**config.mk**
```make
export PLATFORM = sky130hd
export DESIGN_NAME = flash_wb_arbiter
export DESIGN_NICKNAME = d
export VERILOG_FILES = /design/src/rtl/flash_wb_arbiter.sv
export SDC_FILE = /design/constraint.sdc
export NUM_CORES = 1
export LEC_CHECK = 0
export BUFFER_PORTS_ARGS = -buffer_cell sky130_fd_sc_hd__buf_2
export CORE_AREA = 10 10 116 118
export CTS_CLUSTER_DIAMETER = 50
export CTS_CLUSTER_SIZE = 14
export DETAILED_ROUTE_END_ITERATION = 10
export DIE_AREA = 0 0 126 128
export PLACE_DENSITY = 0.6
export SYNTH_ARGS = -nofsm -noshare
export SYNTH_HDL_FRONTEND = slang
export SYNTH_SLANG_ARGS = --single-unit
```
**constraint.sdc**
```tcl
create_clock -name clk -period 6.2 [get_ports clk]
set_input_delay 1.24 -clock clk [delete_from_list [all_inputs] [get_ports clk]]
set_output_delay 1.24 -clock clk [all_outputs]
set_load 0.005 [all_outputs]
```
**src/rtl/flash_wb_arbiter.sv**
```systemverilog
// flash_wb_arbiter
//   Two-master Wishbone classic arbiter in front of the single flash_controller
//   slave port. One master is granted at a time with round-robin priority. The
//   granted master's cycle is forwarded to the slave; ack/rty/rdt go back only
//   to that master. A watchdog aborts transfers the slave never completes and
//   reports them to the master with err.
//
// Ports
//   clk, rst_n           clock, asynchronous active-low reset
//   i_m0_* / o_m0_*      master 0 Wishbone port (adr, dat, sel, we, cyc, stb /
//                        rdt, ack, rty, err)
//   i_m1_* / o_m1_*      master 1 Wishbone port, same as master 0
//   o_s_* / i_s_*        slave port towards flash_controller
//   o_gnt                one-hot current grant, 00 when idle
module flash_wb_arbiter #(
    parameter int TIMEOUT = 4096,
    parameter int TW      = 13
) (
    input  logic        clk,
    input  logic        rst_n,

    input  logic [31:0] i_m0_adr,
    input  logic [31:0] i_m0_dat,
    input  logic [3:0]  i_m0_sel,
    input  logic        i_m0_we,
    input  logic        i_m0_cyc,
    input  logic        i_m0_stb,
    output logic [31:0] o_m0_rdt,
    output logic        o_m0_ack,
    output logic        o_m0_rty,
    output logic        o_m0_err,

    input  logic [31:0] i_m1_adr,
    input  logic [31:0] i_m1_dat,
    input  logic [3:0]  i_m1_sel,
    input  logic        i_m1_we,
    input  logic        i_m1_cyc,
    input  logic        i_m1_stb,
    output logic [31:0] o_m1_rdt,
    output logic        o_m1_ack,
    output logic        o_m1_rty,
    output logic        o_m1_err,

    output logic [31:0] o_s_adr,
    output logic [31:0] o_s_dat,
    output logic [3:0]  o_s_sel,
    output logic        o_s_we,
    output logic        o_s_cyc,
    output logic        o_s_stb,
    input  logic [31:0] i_s_rdt,
    input  logic        i_s_ack,
    input  logic        i_s_rty,

    output logic [1:0]  o_gnt
);

    typedef enum logic [1:0] {S_IDLE, S_XFER, S_ERR} state_t;

    state_t          state;
    logic            gsel;   // granted master index, meaningful in S_XFER/S_ERR
    logic            ptr;    // master that wins a simultaneous request
    logic [TW-1:0]   wd;

    logic req0, req1, greq;
    logic xfer, err_st, live, ack, rty;

    assign req0 = i_m0_cyc & i_m0_stb;
    assign req1 = i_m1_cyc & i_m1_stb;
    assign greq = gsel ? req1 : req0;

    assign xfer   = (state == S_XFER);
    assign err_st = (state == S_ERR);
    // The slave only sees a cycle while the granted master still holds it.
    assign live   = xfer & greq;
    assign ack    = live & i_s_ack;
    assign rty    = live & i_s_rty & ~i_s_ack;

    always_ff @(posedge clk or negedge rst_n) begin
        if (!rst_n) begin
            state <= S_IDLE;
            gsel  <= 1'b0;
            ptr   <= 1'b0;
            wd    <= '0;
        end else begin
            case (state)
                S_IDLE: begin
                    wd <= '0;
                    if (req0 | req1) begin
                        gsel  <= (req0 & req1) ? ptr : req1;
                        state <= S_XFER;
                    end
                end
                S_XFER: begin
                    if (!greq) begin
                        // Master abandoned the cycle: no response, priority kept.
                        state <= S_IDLE;
                        wd    <= '0;
                    end else if (i_s_ack | i_s_rty) begin
                        state <= S_IDLE;
                        ptr   <= ~gsel;
                        wd    <= '0;
                    end else if (wd == TW'(TIMEOUT - 1)) begin
                        state <= S_ERR;
                        wd    <= '0;
                    end else if (wd != '1) begin
                        wd <= wd + TW'(1);
                    end
                end
                S_ERR: begin
                    state <= S_IDLE;
                    ptr   <= ~gsel;
                    wd    <= '0;
                end
                default: begin
                    state <= S_IDLE;
                    wd    <= '0;
                end
            endcase
        end
    end

    // Slave-side request mux; forced to zero outside a transfer.
    always_comb begin
        o_s_adr = '0;
        o_s_dat = '0;
        o_s_sel = '0;
        o_s_we  = 1'b0;
        if (xfer) begin
            o_s_adr = gsel ? i_m1_adr : i_m0_adr;
            o_s_dat = gsel ? i_m1_dat : i_m0_dat;
            o_s_sel = gsel ? i_m1_sel : i_m0_sel;
            o_s_we  = gsel ? i_m1_we  : i_m0_we;
        end
    end

    assign o_s_cyc = live;
    assign o_s_stb = live;

    // Responses steered to the granted master only; rdt passes through
    // unregistered and only in the acked cycle.
    assign o_m0_ack = ack & ~gsel;
    assign o_m1_ack = ack &  gsel;
    assign o_m0_rty = rty & ~gsel;
    assign o_m1_rty = rty &  gsel;
    assign o_m0_err = err_st & ~gsel;
    assign o_m1_err = err_st &  gsel;
    assign o_m0_rdt = o_m0_ack ? i_s_rdt : 32'h0;
    assign o_m1_rdt = o_m1_ack ? i_s_rdt : 32'h0;

    assign o_gnt = (xfer | err_st) ? (gsel ? 2'b10 : 2'b01) : 2'b00;

endmodule

```
# --- After elaboration in Yosys (flattened, before gate mapping) ---
# Cells that the tools add are included.
op_classes:
  n_reduce_logical: 5
  addsub: 1
  muxes: 27
  n_shift: 0
  n_eq_ne: 9
  n_bitwise: 18
  div_mod_pow: 0
  n_mul: 0
  n_lt_le_gt_ge: 0
op_table:
  columns: ["op", "count"]
  rows:
  - ["$mux W32", 6]
  - ["$mux W13", 5]
  - ["$add A13 B1 Y13 const B", 1]
  - ["$and A1 B1 Y1", 13]
  - ["$eq A13 B12 Y1 const B", 1]
  - ["$ne A13 B13 Y1 const B", 1]
  - ["$mux W2", 6]
  - ["$mux W4", 2]
  - ["$mux W1", 6]
  - ["$ne A5 B2 Y1 const B", 1]
  - ["$ne A2 B2 Y1 const B", 2]
  - ["$ne A4 B2 Y1 const B", 1]
  - ["$pmux W2 S2", 1]
  - ["$reduce_and A2 Y1", 2]
  - ["$or A1 B1 Y1", 3]
  - ["$reduce_and A3 Y1", 1]
  - ["$eq A2 B1 Y1 const B", 1]
  - ["$eq A2 B2 Y1 const B", 1]
  - ["$logic_not A2 Y1", 1]
  - ["$ne A2 B1 Y1 const B", 1]
  - ["$not A1 Y1", 2]
  - ["$pmux W1 S2", 1]
  - ["$reduce_bool A2 Y1", 1]
word_totals:
  n_memories: 0
  ram_bits: 0
  wordCells: 64
  register_bits: 17
  out_inout_bits: 143
  latch_bits: 0
  mem_bits_ro: 0

# --- Longest topological paths before layout ---
# Gate-level depths: netlist (run 1).
logic_depth:
  word_depth: 6
  mapped_depth: 8
  mapped_depth_nobuf: 6

# --- Worst setup path before layout (run 1) ---
# No wires, ideal clock.
synth_path:
  path_kind: "input to output"
  from: "input port i_m0_cyc"
  to: "output port o_m0_rdt[10]"
  arrival_time_ps: 2008
  path_slack_ps: 2952
  required_time_ps: 4960
  n_path_buf: 2
  stages: 4
  cell_sequence: "and4b_1 > clkbuf_1 > clkbuf_1 > and3_1"
synth_via:
  elab_chain_cells: 6
synth_rtl:
  columns: ["item", "line", "rtl"]
  rows:
  - ["start: declaration", "26", "input logic i_m0_cyc,"]
  - ["$and A1 B1 Y1", "67", "assign req0 = i_m0_cyc & i_m0_stb;"]
  - ["$mux W1", "69", "assign greq = gsel ? req1 : req0;"]
  - ["$and A1 B1 Y1", "74", "assign live = xfer & greq;"]
  - ["$and A1 B1 Y1", "75", "assign ack = live & i_s_ack;"]
  - ["$and A1 B1 Y1", "141", "assign o_m0_ack = ack & ~gsel;"]
  - ["$mux W32", "147", "assign o_m0_rdt = o_m0_ack ? i_s_rdt : 32'h0;"]
  - ["end: declaration", "28", "output logic [31:0] o_m0_rdt,"]
# Every way passes these cells.

# --- Worst setup path after layout (run 1) ---
layout_path:
  from: "register state[1]"
  to: "output port o_m1_rty"
layout_via:
  elab_chain_cells: 5
layout_rtl:
  columns: ["item", "line", "rtl"]
  rows:
  - ["start: declaration", "59", "state_t state;"]
  - ["start signal: assignment", "80", "state <= S_IDLE;"]
  - ["start signal: assignment", "90", "state <= S_XFER;"]
  - ["start signal: assignment", "96", "state <= S_IDLE;"]
  - ["$eq A2 B1 Y1", "71", "assign xfer = (state == S_XFER);"]
  - ["$and A1 B1 Y1", "74", null]
  - ["$and A1 B1 Y1 (2 in series)", "76", "assign rty = live & i_s_rty & ~i_s_ack;"]
  - ["$and A1 B1 Y1", "144", "assign o_m1_rty = rty & gsel;"]
  - ["end: declaration", "41", "output logic o_m1_rty,"]
# Every way passes these cells.

==> key figures, run 1 <==
Outcome
  – Status: finished clean

Worst setup path
  – CP max stage delay: 0.59 ns
  – RR Startpoint: state[1]$_DFFE_PN0P_
  – R2r setup slk: 3.25 ns
  – Reg-to-Reg End: state[0]$_DFFE_PN0P_
  – CP top delay family: simple AND/OR/NAND/NOR gates
  – Critical path endpoint: o_m1_rty
  – Number of buffers and inverters on the critical path: 3
  – Max FO, Critical Path: 71
  – Worst path cell trace: inv_1 > ha_1 > buf_4 > and4_1 > nor2_1 > nor3_1 > buf_2
  – Arr. time, crit path: 2.65 ns
  – Critical Path Source Type: register
  – R2r worst-path depth: 8
  – Critical Path RT: 4.96 ns
  – Slowest cell on crit path: and4_1
  – CP Class: reg2out
  – Levels on crit path: 7
  – Crit. End Element: primary output
  – Critical path launch point: state[1]$_DFFE_PN0P_

Finish
  – Fillers: 1,154
  – Final core utilization: 39.5%
  – Final cell count without fillers: 784
  – Layout area overhead: 64.1%
  – Design Area, Final: 4430 um2
  – Most frequent cells in the layout: 320 x buf_2, 70 x nor2b_1, 69 x mux2i_1
  – Fin nets: 824
  – Commonest non-fill, non-tap cell in the layout: buf_2
  – Share of layout cells above drive strength 1: 52.9%
  – Number of diodes: 0

Yosys
  – Largest cells by area after synthesis: mux2i_1 26%, nor2b_1 16%, dfrtp_1 16%
  – EDFF count, synth: 0
  – Yosys top cell area share: 25.6%
  – Number of distinct library cells after synthesis: 45
  – Synth Area per Inst: 7.74 um2
  – Synth area leader: mux2i_1
  – Synth Instances: 349
  – Register area share after synthesis: 15.8%
  – Post-synthesis cell area: 2700 um2
  – Most used DFF post-synth: dfrtp_1
  – Syn nets: 531
  – Synth Register Bits: 17
  – Asr flop ratio synth: 100%
  – Synthesis warning total: 0

Floorplanning
  – IO Count: 321
  – Core Rows: 39
  – Die X: 126 um
  – Die ar.: 16,100 um2
  – Die Y-Extent: 128 um
  – Initial Util: 24.1%
  – Core area: 11,200 um2

STA
  – Worst slew margin: 25.9%
  – Fin crit period: 3.89 ns
  – Slew @ Worst Pin: 1.10 ns
  – Fin. max-slew vios: 0
  – Period utilization: 62.8%
  – # setup viols final: 0
  – Sum Neg Setup Slack: 0 ns
  – Setup Skew: 0.00393 ns
  – Fmax: 0.257 GHz
  – Final Hold Fails: 0
  – Unrepaired setup endpoints after global routing: false

Routing
  – Via count: 3,741
  – DRT antenna net count: 0
  – DRC marker count from the first detailed-route iteration: 144
  – WL/cell: 19.3 um
  – Total wire length: 15,100 um
  – Remaining DRCs: 0
  – Via density: 4.77
  – DRT Pass-1 Iters: 4

Run
  – Number of max-cap violations: 0

GRT
  – Vias in the first global route: 3,779
  – Global-route wire length before repair: 21,700 um
  – Pin count of the biggest net entering global routing: 72
  – Total GRT Usage: 16.5%
  – Overflow after GRT: 0
  – Initial antenna violation count: 0

Clock network
  – CTS tree: yes
  – Clk_lat worst skew: 0.25 ns
  – Post-CTS setup buffers: 0
  – Hold Buf Count CTS: 0
  – Clock buffer depth: 2
  – Gates resized, CTS repair: 0
  – Num CTS Buffers: 3
  – Worst-path clk slew: 0.05 ns
  – H-tree depth: 1
  – Clk root buf: clkbuf_16
  – Number of clock sinks: 17

Worst hold path
  – Hold WC Path Type: reg2reg
  – Hold depth: 1

Placement
  – Area post-placement: 4350 um2
  – Placed instance count: 780
  – I/O Buffers: 320
  – Post-DP HPWL: 13,100 um
  – Final Wtd Congestion: 0.916

Power and ir drop
  – Power, Total: 1.15 mW
  – Leak Pwr: 2.85 nW
  – PwrDens: 259 nW/um2
  – Worst vdd ir: 0.128 mV
-- how the worst min path moves through the flow --
stage                           start                end  slack (ns)
floorplan             ptr$_DFFE_PN0P_    ptr$_DFFE_PN0P_        0.48
global placement    wd[0]$_DFFE_PN0P_  wd[0]$_DFFE_PN0P_        0.54
detailed placement  wd[7]$_DFFE_PN0P_  wd[7]$_DFFE_PN0P_        0.54
CTS                 wd[7]$_DFFE_PN0P_  wd[7]$_DFFE_PN0P_        0.55
global route        wd[0]$_DFFE_PN0P_  wd[0]$_DFFE_PN0P_        0.59
finish              wd[7]$_DFFE_PN0P_  wd[7]$_DFFE_PN0P_        0.55
-- where the power goes --
group	internal [mW]	switching [mW]
logic	0.427	0.417
registers	0.123	0.0483
clock network	0.0864	0.0441
-- logic make-up (layout without fill, tap and decap cells) --
logic type,after synthesis,in the layout,synth area share [%]
xor+xnor,1,1,0.324
buf+inv,43,335,7.04
compound gates,22,22,6.02
simple gates,192,192,43.0
fa+ha+maj,4,4,1.85
mux,70,70,26.0
flops,17,17,15.8
-- routing by layer --
| layer | track usage (%) | share of wire [%] | up-vias |
|---|---|---|---|
| met5 | 0 | 0 | - |
| li1 | - | - | 1814 |
| met2 | 29.1 | 50 | 223 |
| met4 | 4.35 | 1.7 | 0 |
| met3 | 5.96 | 10 | 15 |
| met1 | 18.5 | 38 | 1689 |
-- state kept, by name, indices dropped and copies added (netlist names) --
signal	cells
wd	13
state	2
gsel	1
ptr	1
-- cell type report --
class	count	area, um2	share of cell area [%]
multi-input cells	289	2080	47.0
repair buffers	324	1630	36.8
flip-flops and latches	17	429	9.69
well taps	143	179	4.04
clock buffers	3	75.1	1.69
inverters	7	26.3	0.593
clock inverters	1	5.00	0.113
-- stage by stage --
step                      worst slack (ns)  hold WS [ns]
after floorplan                       2.95         0.481
after global placement                2.43         0.537
after detailed placement              2.41         0.540
after CTS                             2.24         0.548
after global routing                  2.09         0.587
final                                 2.31         0.545
-- worst reg2reg max path, stage by stage (launching register included) --
cell       delay [ns]
dfrtp_1          0.34
inv_1            0.08
ha_1             0.21
buf_4            0.29
and4_1           0.46
buf_4            0.27
o21ai_1          0.88
o21bai_1         0.16
a2bb2oi_1        0.19
-- cell usage after synthesis, types with 2 or more instances --
master    count
a211oi_1      2
a21oi_1       3
a311oi_1      2
a31oi_1       4
and2_1        3
and3_1       66
and3_2        3
buf_1         2
buf_2         6
clkbuf_1     25
dfrtp_1      17
ha_1          4
inv_1         7
mux2i_1      69
nand2_1       8
nand3_1       9
nand4_1       3
nor2_1       11
nor2b_1      70
nor3_1        6
o21bai_1      2
or2_2         2
or4_1         3
No activity file was read; power rests on OpenSTA's default activity.
==> run 2, diff against run 1 <==
- CORE_AREA: 10 10 116 118 -> 10 10 117 119
- DIE_AREA: 0 0 126 128 -> 0 0 127 129
- PLACE_DENSITY: 0.6 -> 0.62
- clock period: 6.2 -> 3.4 ns (I/O delays scaled with it)
==> run 2 against run 1 <==
  * Clock skew down 0.0021 ns
  * Sequential power up 47%
  * Routed wire length down 1.9%
  * Flip-flop and latch count unchanged
  * Highest routed layer unchanged
  * Sequential share of layout area about the same
==> key figures, run 2 (synthesized netlist as in run 1, its figures left out) <==
Outcome
  – Status: finished clean (unchanged)

Power and ir drop
  – Leak Pwr: 2.86 nW (was 2.85 nW)
  – Worst vdd ir: 0.310 mV (was 0.128 mV)
  – PwrDens: 463 nW/um2 (was 259 nW/um2)

Routing
  – DRT antenna net count: 0 (unchanged)
  – DRC marker count from the first detailed-route iteration: 206 (was 144)
  – Via count: 3,688 (was 3,741)
  – WL/cell: 18.9 um (was 19.3 um)
  – Remaining DRCs: 0 (unchanged)
  – Via density: 4.70 (was 4.77)
  – Total wire length: 14,900 um (was 15,100 um)
  – DRT Pass-1 Iters: 4 (unchanged)

Finish
  – Most flops, register: wd (unchanged)
  – Multi-input logic area: 2080 um2 (unchanged)
  – Share of layout cells above drive strength 1: 52.7% (was 52.9%)
  – Number of diodes: 0 (unchanged)
  – Most frequent cells in the layout: 320 x buf_2, 70 x nor2b_1, 69 x mux2i_1 (unchanged)
  – Seq. cell area: 429 um2 (unchanged)
  – Design Area, Final: 4440 um2 (was 4430 um2)
  – Max reg flops: 13 (unchanged)
  – Fin nets: 824 (unchanged)
  – Final cell count without fillers: 784 (unchanged)
  – Fillers: 1,185 (was 1,154)
  – Layout area overhead: 64.5% (was 64.1%)
  – Largest regs: wd x13, state x2 (unchanged)
  – Commonest non-fill, non-tap cell in the layout: buf_2 (unchanged)

Worst setup path
  – CP Class: reg2out (unchanged)
  – Arr. time, crit path: 2.02 ns (was 2.65 ns)
  – Critical Path RT: 2.72 ns (was 4.96 ns)
  – CP top delay family: simple AND/OR/NAND/NOR gates (unchanged)
  – Number of buffers and inverters on the critical path: 3 (unchanged)
  – Slowest cell on crit path: dfrtp_1 (was and4_1)
  – RR Startpoint: state[1]$_DFFE_PN0P_ (unchanged)
  – Critical Path Source Type: register (unchanged)
  – Worst path cell trace: inv_1 > ha_1 > and4_1 > buf_4 > nor2_1 > nor3_1 > buf_2 (was inv_1 > ha_1 > buf_4 > and4_1 > nor2_1 > nor3_1 > buf_2)
  – CP max stage delay: 0.38 ns (was 0.59 ns)
  – Crit. End Element: primary output (unchanged)
  – Critical path launch point: state[1]$_DFFE_PN0P_ (unchanged)
  – Max FO, Critical Path: 34 (was 71)

Floorplanning
  – Initial Util: 23.9% (was 24.1%)
  – Die Y-Extent: 129 um (was 128 um)
  – Die ar.: 16,400 um2 (was 16,100 um2)
  – Core Rows: 39 (unchanged)
  – IO Count: 321 (unchanged)
  – Die X: 127 um (was 126 um)
  – Core area: 11,300 um2 (was 11,200 um2)

STA
  – Final WS setup: 0.698 ns (was 2.31 ns)
  – Worst hold slack: 0.354 ns (was 0.545 ns)
  – Slew @ Worst Pin: 1.13 ns (was 1.10 ns)
  – Sum Neg Setup Slack: 0 ns (unchanged)
  – Fin. max-slew vios: 0 (unchanged)
  – Worst slew margin: 24.1% (was 25.9%)
  – Period utilization: 79.5%
  – Final Hold Fails: 0 (unchanged)
  – # setup viols final: 0 (unchanged)
  – Setup Skew: 0.00178 ns (was 0.00393 ns)
  – Fmax: 0.370 GHz
  – Fin crit period: 2.70 ns
  – Unrepaired setup endpoints after global routing: false (unchanged)

Clock network
  – H-tree depth: 1 (unchanged)
  – Clk_lat worst skew: 0.25 ns (about the same)
  – Clock buffer depth: 2 (unchanged)
  – Gates resized, CTS repair: 0 (unchanged)
  – Hold Buf Count CTS: 0 (unchanged)
  – Number of clock sinks: 17 (unchanged)
  – Worst-path clk slew: 0.05 ns (about the same)
  – Num CTS Buffers: 3 (unchanged)
  – Post-CTS setup buffers: 0 (unchanged)
  – CTS tree: yes (unchanged)
  – Clk root buf: clkbuf_16 (unchanged)

GRT
  – Pin count of the biggest net entering global routing: 73 (was 72)
  – Global-route wire length before repair: 21,800 um (was 21,700 um)
  – Overflow after GRT: 0 (unchanged)
  – Initial antenna violation count: 0 (unchanged)
  – Total GRT Usage: 16.0% (was 16.5%)
  – Vias in the first global route: 3,947 (was 3,779)

Worst hold path
  – Hold WC Path Type: in2async (was reg2reg)

Run
  – Number of max-cap violations: 0 (unchanged)

Placement
  – I/O Buffers: 320 (unchanged)
  – Placed instance count: 780 (unchanged)
  – Area post-placement: 4360 um2 (was 4350 um2)
  – Final Wtd Congestion: 0.900 (was 0.916)
  – Post-DP HPWL: 12,800 um (was 13,100 um)
  – Post-placement setup slack: 0.898 ns (was 2.41 ns)
## run 2: cell count changes in the layout (fill, tap and decap cells not counted), sizes merged
cell / delta
clkbuf: +1
clkinv: -1
## run 2: path summary, 6_finish.rpt
| kind | end | slack, ns | depth (start not counted) |
|---|---|---|---|
| max | o_m0_rty | 0.70 | 7 |
| min | wd[2]$_DFFE_PN0P_ | 0.35 | 1 |
| max reg2reg | state[0]$_DFFE_PN0P_ | 0.95 | 7 |
| min reg2reg | wd[0]$_DFFE_PN0P_ | 0.55 | 1 |
| max in group asynchronous | gsel$_DFFE_PN0P_ | 2.73 | 1 |
| min in group clk | wd[0]$_DFFE_PN0P_ | 0.55 | 1 |
## run 2: power breakdown
group	internal, mW	switching (mW)	total, mW
logic	0.791	0.779	1.57
clock network	0.159	0.0770	0.236
registers	0.226	0.0259	0.252
total	1.18	0.882	2.06
## run 2: final cells by class
class	instances	share of cell area, %
Multi-Input combinational cell	289	46.9
Timing Repair Buffer	324	37.0
Sequential cell	17	9.66
Tap cell	143	4.03
Clock buffer	4	1.77
Inverter	7	0.592
## run 2: per-stage QoR
stage          power (mW)  utilization [%]
2_1_floorplan        1.21                -
3_3_place_gp         1.82             38.5
3_5_place_dp         1.85             38.5
4_1_cts              2.09             39.2
5_1_grt              2.23             39.2
6_report             2.06             39.2
## run 2: routing by layer
metal  part of all wire (%)  vias to the layer above  track usage [%]  wire length (um)
met5                      0                        -                0                 0
li1                       -                     1818                -                 -
met1                     35                     1624             16.4              5210
met2                     51                      230             29.1              7560
met3                     12                       16             6.98              1800
met4                    1.9                        0             4.29               275
## run 2: worst reg2reg max path: cells and delay by family, from the launching register on
kind	cells	cell delay (ns)
buffers and inverters	2	0.30
adders and majority gates	1	0.25
DFF	1	0.34
AOI/OAI and AO/OA	3	1.26
and+or+nand+nor	1	0.22
